==> src/rtl/hvsync_if.sv <==
// Sync-decoder bus: incoming hsync/vsync pair and the recovered beam position,
// measured timing and lock status.
interface hvsync_if;
  logic       hsync_in;
  logic       vsync_in;
  logic [7:0] hpos;
  logic [6:0] vpos;
  logic       display_on;
  logic [8:0] h_total;
  logic [7:0] v_total;
  logic       locked;
  logic       frame_start;
  logic       sync_err;

  // master drives the sync pair and observes the decoder results
  modport master (
    output hsync_in,
    output vsync_in,
    input  hpos,
    input  vpos,
    input  display_on,
    input  h_total,
    input  v_total,
    input  locked,
    input  frame_start,
    input  sync_err
  );

  modport slave (
    input  hsync_in,
    input  vsync_in,
    output hpos,
    output vpos,
    output display_on,
    output h_total,
    output v_total,
    output locked,
    output frame_start,
    output sync_err
  );
endinterface

==> src/rtl/hvsync_decoder.sv <==
// Recovers beam position from an incoming hsync/vsync pair, measures line and
// frame lengths, and tracks lock against the expected raster timing.
module hvsync_decoder #(
  parameter int H_DISPLAY   = 160,
  parameter int V_DISPLAY   = 120,
  parameter int H_TOTAL     = 161,
  parameter int V_TOTAL     = 121,
  parameter int LOCK_FRAMES = 2
) (
  input  logic     clk,
  input  logic     reset_n,
  hvsync_if.slave  sync
);

  localparam int GW = $clog2(LOCK_FRAMES + 1);

  typedef enum logic [1:0] {SEARCH, VERIFY, LOCKED} state_t;

  function automatic logic [7:0] sat_inc_h(input logic [7:0] v);
    return (v == 8'hFF) ? v : v + 8'd1;
  endfunction

  function automatic logic [6:0] sat_inc_v(input logic [6:0] v);
    return (v == 7'h7F) ? v : v + 7'd1;
  endfunction

  logic          r_hsync_q;
  logic          r_vsync_q;
  logic [7:0]    r_hpos;
  logic [6:0]    r_vpos;
  logic [8:0]    r_h_total;
  logic [7:0]    r_v_total;
  logic          r_h_seen;
  logic          r_v_pending;
  logic          r_line_bad;
  logic          r_frame_start;
  logic          r_locked;
  logic          r_sync_err;
  state_t        r_state;
  logic [GW-1:0] r_good_cnt;

  state_t        w_state_nxt;
  logic [GW-1:0] w_good_nxt;
  logic          w_err_nxt;
  logic          w_h_edge;
  logic          w_v_edge;
  logic [8:0]    w_hpos_inc;
  logic [7:0]    w_vpos_inc;
  logic          w_frame_bnd;
  logic          w_line_len_bad;
  logic          w_line_bad_now;
  logic          w_vtot_ok;
  logic          w_v_missing;
  logic          w_hpos_sat;
  logic          w_good_last;

  assign w_h_edge       = sync.hsync_in & ~r_hsync_q;
  assign w_v_edge       = sync.vsync_in & ~r_vsync_q;
  assign w_hpos_inc     = {1'b0, r_hpos} + 9'd1;
  assign w_vpos_inc     = {1'b0, r_vpos} + 8'd1;
  // a vsync rising together with hsync still closes the frame on that edge
  assign w_frame_bnd    = w_h_edge & (r_v_pending | w_v_edge);
  assign w_line_len_bad = w_h_edge & (w_hpos_inc != 9'(H_TOTAL));
  assign w_line_bad_now = r_line_bad | (w_line_len_bad & r_h_seen);
  assign w_vtot_ok      = (w_vpos_inc == 8'(V_TOTAL));
  assign w_v_missing    = w_h_edge & ~(r_v_pending | w_v_edge) &
                          (r_vpos == 7'(V_TOTAL - 1));
  assign w_hpos_sat     = (r_hpos == 8'hFF);
  assign w_good_last    = (32'(r_good_cnt) + 32'd1) >= 32'(LOCK_FRAMES);

  // Stage: input sync sampling for edge detection
  always_ff @(posedge clk or negedge reset_n) begin
    if (!reset_n) begin
      r_hsync_q <= 1'b1;
      r_vsync_q <= 1'b1;
    end else begin
      r_hsync_q <= sync.hsync_in;
      r_vsync_q <= sync.vsync_in;
    end
  end

  // Stage: horizontal position and line length
  always_ff @(posedge clk or negedge reset_n) begin
    if (!reset_n) begin
      r_hpos    <= '0;
      r_h_total <= '0;
      r_h_seen  <= 1'b0;
    end else if (w_h_edge) begin
      r_hpos    <= '0;
      r_h_total <= w_hpos_inc;
      r_h_seen  <= 1'b1;
    end else begin
      r_hpos    <= sat_inc_h(r_hpos);
    end
  end

  // Stage: vertical position, frame length and per-frame line quality
  always_ff @(posedge clk or negedge reset_n) begin
    if (!reset_n) begin
      r_vpos        <= '0;
      r_v_total     <= '0;
      r_v_pending   <= 1'b0;
      r_line_bad    <= 1'b0;
      r_frame_start <= 1'b0;
    end else begin
      r_frame_start <= w_frame_bnd;
      if (w_frame_bnd) begin
        r_vpos      <= '0;
        r_v_total   <= w_vpos_inc;
        r_v_pending <= 1'b0;
        r_line_bad  <= 1'b0;
      end else begin
        if (w_v_edge) begin
          r_v_pending <= 1'b1;
        end
        if (w_h_edge) begin
          r_vpos <= sat_inc_v(r_vpos);
        end
        if (w_line_len_bad && r_h_seen) begin
          r_line_bad <= 1'b1;
        end
      end
    end
  end

  // Stage: lock state register
  always_ff @(posedge clk or negedge reset_n) begin
    if (!reset_n) begin
      r_state    <= SEARCH;
      r_good_cnt <= '0;
      r_locked   <= 1'b0;
      r_sync_err <= 1'b0;
    end else begin
      r_state    <= w_state_nxt;
      r_good_cnt <= w_good_nxt;
      r_locked   <= (w_state_nxt == LOCKED);
      r_sync_err <= w_err_nxt;
    end
  end

  always_comb begin
    w_state_nxt = r_state;
    w_good_nxt  = r_good_cnt;
    w_err_nxt   = 1'b0;
    case (r_state)
      SEARCH: begin
        if (w_frame_bnd) begin
          w_state_nxt = VERIFY;
          w_good_nxt  = '0;
        end
      end
      VERIFY: begin
        if (w_frame_bnd) begin
          if (w_vtot_ok && !w_line_bad_now) begin
            w_good_nxt = r_good_cnt + 1'b1;
            if (w_good_last) begin
              w_state_nxt = LOCKED;
            end
          end else begin
            w_state_nxt = SEARCH;
          end
        end
      end
      LOCKED: begin
        if (w_line_len_bad || w_v_missing || (w_frame_bnd && !w_vtot_ok)) begin
          w_state_nxt = SEARCH;
          w_err_nxt   = 1'b1;
        end
      end
      default: w_state_nxt = SEARCH;
    endcase
    // lost hsync overrides everything; only a loss of lock is reported
    if (w_hpos_sat) begin
      w_state_nxt = SEARCH;
      w_err_nxt   = (r_state == LOCKED);
    end
  end

  assign sync.hpos        = r_hpos;
  assign sync.vpos        = r_vpos;
  assign sync.h_total     = r_h_total;
  assign sync.v_total     = r_v_total;
  assign sync.locked      = r_locked;
  assign sync.frame_start = r_frame_start;
  assign sync.sync_err    = r_sync_err;
  assign sync.display_on  = r_locked &
                            ({1'b0, r_hpos} < 9'(H_DISPLAY)) &
                            ({1'b0, r_vpos} < 8'(V_DISPLAY));

endmodule

==> src/flat_wrapper.sv <==
// flat-port wrapper written by rule: the top's interface ports become plain ports
module hvsync_decoder_flat 
#(
  parameter int H_DISPLAY   = 160,
  parameter int V_DISPLAY   = 120,
  parameter int H_TOTAL     = 161,
  parameter int V_TOTAL     = 121,
  parameter int LOCK_FRAMES = 2
)
  (clk, reset_n, sync_hsync_in, sync_vsync_in, sync_hpos, sync_vpos, sync_display_on, sync_h_total, sync_v_total, sync_locked, sync_frame_start, sync_sync_err);
  hvsync_if sync_i ();
  input  logic clk;
  input  logic reset_n;
  input wire logic [$bits(sync_i.hsync_in)-1:0] sync_hsync_in;
  input wire logic [$bits(sync_i.vsync_in)-1:0] sync_vsync_in;
  output wire logic [$bits(sync_i.hpos)-1:0] sync_hpos;
  output wire logic [$bits(sync_i.vpos)-1:0] sync_vpos;
  output wire logic [$bits(sync_i.display_on)-1:0] sync_display_on;
  output wire logic [$bits(sync_i.h_total)-1:0] sync_h_total;
  output wire logic [$bits(sync_i.v_total)-1:0] sync_v_total;
  output wire logic [$bits(sync_i.locked)-1:0] sync_locked;
  output wire logic [$bits(sync_i.frame_start)-1:0] sync_frame_start;
  output wire logic [$bits(sync_i.sync_err)-1:0] sync_sync_err;
  assign sync_i.hsync_in = sync_hsync_in;
  assign sync_i.vsync_in = sync_vsync_in;
  assign sync_hpos = sync_i.hpos;
  assign sync_vpos = sync_i.vpos;
  assign sync_display_on = sync_i.display_on;
  assign sync_h_total = sync_i.h_total;
  assign sync_v_total = sync_i.v_total;
  assign sync_locked = sync_i.locked;
  assign sync_frame_start = sync_i.frame_start;
  assign sync_sync_err = sync_i.sync_err;
  hvsync_decoder #(.H_DISPLAY(H_DISPLAY), .V_DISPLAY(V_DISPLAY), .H_TOTAL(H_TOTAL), .V_TOTAL(V_TOTAL), .LOCK_FRAMES(LOCK_FRAMES)) u_core (.clk(clk), .reset_n(reset_n), .sync(sync_i));
endmodule
==> config.mk <==
export PLATFORM = sky130hd
export DESIGN_NAME = hvsync_decoder_flat
export DESIGN_NICKNAME = d
export VERILOG_FILES = /design/src/rtl/hvsync_if.sv /design/src/rtl/hvsync_decoder.sv /design/src/flat_wrapper.sv
export SDC_FILE = /design/constraint.sdc
export NUM_CORES = 1
export LEC_CHECK = 0
export ABC_AREA = 0
export CORE_AREA = 2 2 68 70
export CTS_BUF_LIST = sky130_fd_sc_hd__clkbuf_8 sky130_fd_sc_hd__clkbuf_16
export DETAILED_ROUTE_END_ITERATION = 10
export DIE_AREA = 0 0 70 72
export PLACE_DENSITY = 0.73
export SKIP_LAST_GASP = 1
export SYNTH_ARGS = -nofsm -noshare
export SYNTH_HDL_FRONTEND = slang
export SYNTH_SLANG_ARGS = --single-unit
==> constraint.sdc <==
create_clock -name clk -period 2.8 [get_ports clk]
set_input_delay 0.28 -clock clk [delete_from_list [all_inputs] [get_ports clk]]
set_output_delay 0.28 -clock clk [all_outputs]
set_load 0.02 [all_outputs]
==> results.rst, run 1 <==
.. list-table::
   :header-rows: 1

   * - Metric
     - Value
   * - DR iter-0 viols
     - 112
   * - Worst relative slew slack
     - approximately 36%
   * - Leading cell types in the layout, fill and taps excluded
     - sky130_fd_sc_hd__dfrtp_1, sky130_fd_sc_hd__clkdlybuf4s50_1, sky130_fd_sc_hd__nand2_1
   * - Worst path required time
     - 2.99 ns
   * - Post-synthesis async set-or-reset flop share
     - 100%
   * - Delay-heaviest family, CP
     - compound AO/OA/AOI/OAI gates
   * - Number of optimization iterations in the first detailed-route pass
     - 4
   * - Number of resized instances in the post-cts repair step
     - 0
   * - DR DRC count
     - 0
   * - Setup repair bufs after CTS
     - 0
   * - Number of buffers added to fix hold violations after cts
     - 0
   * - Peak Freq
     - 0.417 GHz
   * - Critical path origin
     - u_core.sync.hpos[0]$_DFFE_PN0P_
   * - Chip Height
     - 72 µm
   * - Clock Root Buffer
     - sky130_fd_sc_hd__clkbuf_8
   * - Routed vias
     - between 1500 and 2000
   * - IR Drop Worst-Case VDD
     - 0.403 mV
   * - Placer congestion estimate
     - between 0.8 and 0.9
   * - Number of input and output port buffers inserted
     - 39
   * - Predominant post-synthesis flop cell
     - sky130_fd_sc_hd__dfrtp_1
   * - Clock skew
     - 0.00333 ns
   * - Most common cell after layout, fill and taps aside
     - sky130_fd_sc_hd__dfrtp_1
   * - Total Nets Final
     - between 200 and 300
   * - Antenna-violating nets left
     - 0
   * - Overall overflow remaining after global route
     - 0
   * - Number of synthesized flops with an enable pin
     - 0
   * - Buffer levels on the longest clock path
     - 2
   * - Final-report setup violation count
     - 0
   * - Register clock-pin slew on the reported worst setup and hold paths
     - about 0.080 ns
   * - Flip-flop and latch count after synthesis
     - 44
   * - Crit path launch type
     - register
   * - Post-synthesis sequential area ratio
     - just over 50%
   * - Area delta synth->final
     - 22.6%
   * - Number of vias per cell after detailed routing
     - 5.57
   * - Max stage delay cell, worst path
     - sky130_fd_sc_hd__dfrtp_1
   * - Count of clock tree sinks
     - 44
   * - Number of buffer and inverter stages on the critical path
     - 0
   * - Hold Violations, Final
     - 0
   * - Tcrit/Tclk final
     - between 80% and 90%
   * - Number of placement rows
     - 24
   * - Final design instance area without fill
     - 2640 µm²
   * - Antenna diode count
     - 0
   * - Post-DP HPWL
     - about 3.1 mm
   * - Chain of cells forming the critical path
     - ha_1 -> a21o_1 -> a211oi_2 -> o211ai_1 -> a31oi_2 -> a311oi_1 -> a2111oi_2
   * - Cell area after placement
     - 2550 µm²
   * - Cell variety after synth
     - 43
   * - Max-slew violations
     - 0
   * - Net count after synthesis
     - 236
   * - Power density cells
     - 628 nW/µm²
   * - Maximum number of pins on one net before global-route repair
     - 45
   * - Vias in the first global route
     - 1634
   * - Clock tree from TritonCTS
     - done
   * - Total GRT Usage
     - 18.6%
   * - Synthesized area divided by synthesized cell count
     - 9.50 µm²
   * - Critical path type
     - register to register
   * - Final Total Pwr
     - between 0.0015 and 0.002 W
   * - Wire length of the first global-routing pass
     - 7.53 mm
   * - TritonCTS Buffers
     - 5
   * - Die area
     - 5040 µm²
   * - # IOs
     - 40
   * - Worst Path Arrival
     - 2.58 ns
   * - Die width
     - 70 µm
   * - Worst reg2reg startpoint
     - u_core.sync.hpos[0]$_DFFE_PN0P_
   * - Core region area
     - 4260 µm²
   * - Capturing element type of the critical path
     - register
   * - Final critical-path required period
     - 2.40 ns
   * - Setup repair after global routing missed its margin
     - false
   * - Routed WL per cell
     - 13.9 µm
   * - Summed negative setup slack over all endpoints
     - 0 ns
   * - Number of synthesis warnings
     - 0
   * - Crit-path max cell delay
     - 0.52 ns
   * - Combined area of all synthesized cells
     - ~2200 µm²
   * - Worst-skew pair later-pin latency
     - 0.29 ns
   * - Critical path fanouts, max
     - 12
   * - Layout cell share with drive strength beyond 1
     - 6.51%
   * - Lkg Pwr
     - 1.13 nW
   * - CTS H-tree lvls
     - 2
   * - Max-Cap Viols
     - 0
   * - Slew @ Worst Pin
     - between 0.9 and 1 ns
   * - Synth Instances
     - approximately 230
   * - Status
     - completed
   * - Total wire length
     - 4.36 mm
   * - Antenna violations before repair
     - 0
   * - Kind of path behind the tightest hold check
     - input pin to async pin
   * - Starting Density
     - 50.6%
## worst paths after layout
check                      cells after the start  slack, ns                            endpoint
max                                            7       0.40         u_core.r_state[0]$_DFF_PN0_
min                                            1       0.14  u_core.sync.h_total[1]$_DFFE_PN0P_
max reg2reg                                    7       0.40         u_core.r_state[0]$_DFF_PN0_
min reg2reg                                    2       0.48  u_core.sync.h_total[7]$_DFFE_PN0P_
max in group asynchronous                      1       2.07        u_core.sync.locked$_DFF_PN0_
min in group clk                               1       0.42          u_core.r_vsync_q$_DFF_PN1_
## Yosys cell counts, drive strengths merged, types with 2 or more instances
master,n,area [µm²]
clkbuf,10,37.5
nor3,5,30.0
nor2b,2,12.5
dfstp,2,52.6
inv,10,37.5
ha,5,62.6
xor2,5,43.8
o311ai,2,17.5
and4,2,17.5
xnor2,7,61.3
nand4,4,25.0
a21oi,11,55.1
nand2,29,109
o21ai,28,140
buf,6,38.8
nor2,14,52.6
and2,2,12.5
nand3,11,55.1
a21o,2,15.0
and3,4,25.0
nor4,2,12.5
nand2b,2,12.5
dfrtp,42,1050
o31ai,5,37.5
## per-stage QoR
step | cells | hold slack (ns) | worst slack [ns] | utilization (%)
6_report | 313 | 0.140 | 0.403 | 62.0
5_1_grt | 313 | 0.217 | 0.217 | 62.0
4_1_cts | 313 | 0.173 | 0.398 | 62.0
3_5_place_dp | 305 | 0.469 | 0.397 | 59.9
3_3_place_gp | 305 | 0.460 | 0.432 | 59.9
2_1_floorplan | 227 | -0.0156 | 0.545 | -
## layout make-up
| cell class | count | area [µm²] |
|---|---|---|
| fill | 370 | 1620 |
| sequential | 44 | 1100 |
| multi-input combinational | 157 | 938 |
| timing repair buffer | 42 | 408 |
| clock buffer | 6 | 82.6 |
| tap | 52 | 65.1 |
| inverter | 10 | 37.5 |
| clock inverter | 2 | 7.51 |
## state kept, by name (all words and copies together) (netlist names)
name                     flops
u_core.r_good_cnt            2
u_core.r_h_seen              1
u_core.r_hsync_q             1
u_core.r_line_bad            1
u_core.r_state               2
u_core.r_v_pending           1
u_core.r_vsync_q             1
u_core.sync.frame_start      1
u_core.sync.h_total          9
u_core.sync.hpos             8
u_core.sync.locked           1
u_core.sync.sync_err         1
u_core.sync.v_total          8
u_core.sync.vpos             7
## worst reg2reg max path, stage by stage (launching register included)
cell and delay (ns):
sky130_fd_sc_hd__dfrtp_1 0.52, sky130_fd_sc_hd__ha_1 0.39, sky130_fd_sc_hd__a21o_1 0.21, sky130_fd_sc_hd__a211oi_2 0.17, sky130_fd_sc_hd__o211ai_1 0.14, sky130_fd_sc_hd__a31oi_2 0.36
sky130_fd_sc_hd__a311oi_1 0.16, sky130_fd_sc_hd__a2111oi_2 0.35
## per-layer routing
| metal | GRT usage (%) | up-vias | share of wire [%] |
|---|---|---|---|
| li1 | - | 858 | - |
| met1 | 24.7 | 837 | 48 |
| met2 | 30.2 | 36 | 48 |
| met3 | 5.00 | 11 | 3.5 |
| met4 | 5.77 | 0 | 1.3 |
| met5 | 0 | - | 0 |
## report_power, final
group | switching (W) | total, W | internal (W)
clock network | 0.000204 | 0.000398 | 0.000194
registers | 0.0000985 | 0.000816 | 0.000718
logic | 0.000240 | 0.000445 | 0.000205
total | 0.000543 | 0.00166 | 0.00112
## cells by family (layout without fill, tap and decap cells)
| group | after synthesis | count (layout) | share of synthesized area, % |
|---|---|---|---|
| AOI/OAI and AO/OA | 58 | 58 | 16.9 |
| buffers and inverters | 26 | 60 | 5.28 |
| and+or+nand+nor | 82 | 82 | 18.8 |
| adders and majority gates | 5 | 5 | 2.90 |
| xor gates and xnor gates | 12 | 12 | 4.88 |
| DFF | 44 | 44 | 51.2 |
(Power assumes the default switching activity.)
==> run 2, diff against run 1 <==
Settings changed: CORE_AREA 2 2 68 70 to 2 2 69 71, DIE_AREA 0 0 70 72 to 0 0 71 73, PLACE_DENSITY 0.73 to 0.71.
Clock period 2.8 ns to 2.95 ns, I/O delays scaled along.
==> results.rst, run 2 (synthesis results as in run 1) <==
.. list-table::
   :header-rows: 1

   * - Metric
     - Value
   * - DR DRC count
     - 0
   * - Kind of path behind the tightest hold check
     - input pin to async pin
   * - IR Drop Worst-Case VDD
     - 0.301 mV
   * - Final critical-path required period
     - 2.34 ns
   * - Core region area
     - 4540 µm²
   * - Total wire length
     - 4.27 mm
   * - Switching power total
     - about 0.00051 W
   * - Starting Density
     - between 40% and 50%
   * - Worst reg-to-reg setup slack
     - slightly above 0.6 ns
   * - Register clock-pin slew on the reported worst setup and hold paths
     - approximately 0.08 ns
   * - Wire length of the first global-routing pass
     - 7.16 mm
   * - Worst Path Arrival
     - between 2 and 3 ns
   * - Final-report setup violation count
     - 0
   * - Lkg Pwr
     - between 1 and 1.5 nW
   * - Power density cells
     - 590 nW/µm²
   * - Crit path launch type
     - register
   * - Total GRT Usage
     - 17.6%
   * - Max-Cap Viols
     - 0
   * - Storage cell area
     - around 1100 µm²
   * - Antenna violations before repair
     - 0
   * - Share of power burned in the clock network
     - 23.0%
   * - Number of placement rows
     - 25
   * - Buffer levels on the longest clock path
     - 2
   * - Status
     - completed
   * - Count of clock tree sinks
     - 44
   * - Switching fraction of total power
     - about a third
   * - CTS H-tree lvls
     - 2
   * - Chain of cells forming the critical path
     - ha_1 -> a22o_1 -> a21oi_1 -> o2111ai_1 -> o31ai_1 -> or4b_1 -> o21ai_0
   * - Max-slew violations
     - 0
   * - Routed vias
     - 1707
   * - Maximum number of pins on one net before global-route repair
     - 45
   * - Setup repair after global routing missed its margin
     - false
   * - Number of vias per cell after detailed routing
     - 5.44
   * - Worst relative slew slack
     - 36.3%
   * - Post-DP HPWL
     - 2.97 mm
   * - Clock skew
     - 0.00642 ns
   * - Tcrit/Tclk final
     - 79.4%
   * - Chip Height
     - 73 µm
   * - Multi-input gate area in the final layout
     - ~940 µm²
   * - Die width
     - 71 µm
   * - Most common cell after layout, fill and taps aside
     - sky130_fd_sc_hd__dfrtp_1
   * - Layout cell share with drive strength beyond 1
     - 6.15%
   * - Routed WL per cell
     - 13.6 µm
   * - Overall overflow remaining after global route
     - 0
   * - DR iter-0 viols
     - 166
   * - Critical path type
     - register to register
   * - Hold Violations, Final
     - 0
   * - Peak Freq
     - 0.427 GHz
   * - Placer congestion estimate
     - 0.777
   * - Antenna-violating nets left
     - 0
   * - Max stage delay cell, worst path
     - sky130_fd_sc_hd__or4b_1
   * - Worst-skew pair later-pin latency
     - 0.29 ns
   * - Worst path required time
     - roughly 3.2 ns
   * - Area delta synth->final
     - 21.9%
   * - Crit-path max cell delay
     - between 0.4 and 0.5 ns
   * - Summed negative setup slack over all endpoints
     - 0 ns
   * - Final core utilization
     - 58.0%
   * - Die area
     - between 5000 and 6000 µm²
   * - Clock Root Buffer
     - sky130_fd_sc_hd__clkbuf_8
   * - Number of buffers added to fix hold violations after cts
     - 0
   * - Slew @ Worst Pin
     - 0.956 ns
   * - Vias in the first global route
     - around 1500
   * - Total Nets Final
     - 268
   * - TritonCTS Buffers
     - 5
   * - Flip-flop count of the largest register, all copies and words added
     - 9
   * - Proportion of power drawn by flip-flops and latches
     - 49.9%
   * - Setup repair bufs after CTS
     - 0
   * - Number of optimization iterations in the first detailed-route pass
     - 4
   * - Comb pwr share
     - 27.2%
   * - Number of input and output port buffers inserted
     - 39
   * - Antenna diode count
     - 0
   * - Number of resized instances in the post-cts repair step
     - 0
   * - Filler cell count in the final layout
     - 408
   * - Leading cell types in the layout, fill and taps excluded
     - sky130_fd_sc_hd__dfrtp_1, sky130_fd_sc_hd__clkdlybuf4s50_1, sky130_fd_sc_hd__nand2_1
   * - Clock tree from TritonCTS
     - done
   * - # IOs
     - 40
   * - Total internal power
     - 0.00104 W
   * - Capturing element type of the critical path
     - register
   * - Critical path fanouts, max
     - 9
[run 2: cell count changes in the layout (fill, tap and decap cells not counted), sizes merged]
cell    change
buf         -1
clkbuf      -1
clkinv      +1
[run 2: cell type report]
| class | instances | share of cell area [%] |
|---|---|---|
| repair buffers | 41 | 15.2 |
| flip-flops and latches | 44 | 42.0 |
| clock inverters | 3 | 0.476 |
| well taps | 54 | 2.57 |
| clock buffers | 5 | 2.62 |
| inverters | 10 | 1.43 |
| multi-input cells | 157 | 35.7 |
[run 2: critical path, delay by kind of cell (launching register included)]
kind	cells	cell delay [ns]
fa+ha+maj	1	0.31
flops	1	0.46
compound gates	5	1.01
simple gates	1	0.48
[run 2: path summary, 6_finish.rpt]
| path | to | from | cells after the start |
|---|---|---|---|
| max in group asynchronous | u_core.sync.vpos[3]$_DFFE_PN0P_ | reset_n | 1 |
| min | u_core.sync.h_total[8]$_DFFE_PN0P_ | reset_n | 1 |
| min reg2reg | u_core.sync.h_total[6]$_DFFE_PN0P_ | u_core.sync.h_total[6]$_DFFE_PN0P_ | 2 |
| min in group clk | u_core.r_vsync_q$_DFF_PN1_ | sync_vsync_in | 1 |
| max reg2reg | u_core.sync.locked$_DFF_PN0_ | u_core.sync.vpos[0]$_DFFE_PN0P_ | 7 |
| max | u_core.sync.locked$_DFF_PN0_ | u_core.sync.vpos[0]$_DFFE_PN0P_ | 7 |
[run 2: through the flow]
step           setup slack (ns)  cells  hold slack, ns  instance area, µm²  power, W
6_report                  0.607    314           0.149                2630   0.00155
5_1_grt                   0.428    314           0.244                2630   0.00164
4_1_cts                   0.615    314           0.198                2630   0.00157
3_5_place_dp              0.606    306           0.469                2550   0.00121
3_3_place_gp              0.708    306           0.460                2550   0.00120
2_1_floorplan             0.695    227       -0.000591                2160   0.00102
[run 2: metal layers]
layer  up-vias  global-route usage (%)  part of all wire (%)
li1        860                       -                     -
met4         0                    6.92                   1.4
met2        36                    26.7                    46
met1       807                    24.3                    49
met5         -                       0                     0
met3         4                    4.70                   3.7
[run 2: power groups by stage]
stage	clock network, W	registers, W	logic, W
3_5_place_dp	0	0.000784	0.000426
6_report	0.000356	0.000773	0.000421
5_1_grt	0.000391	0.000788	0.000465
4_1_cts	0.000370	0.000773	0.000427
3_3_place_gp	0	0.000783	0.000422
2_1_floorplan	0	0.000832	0.000189
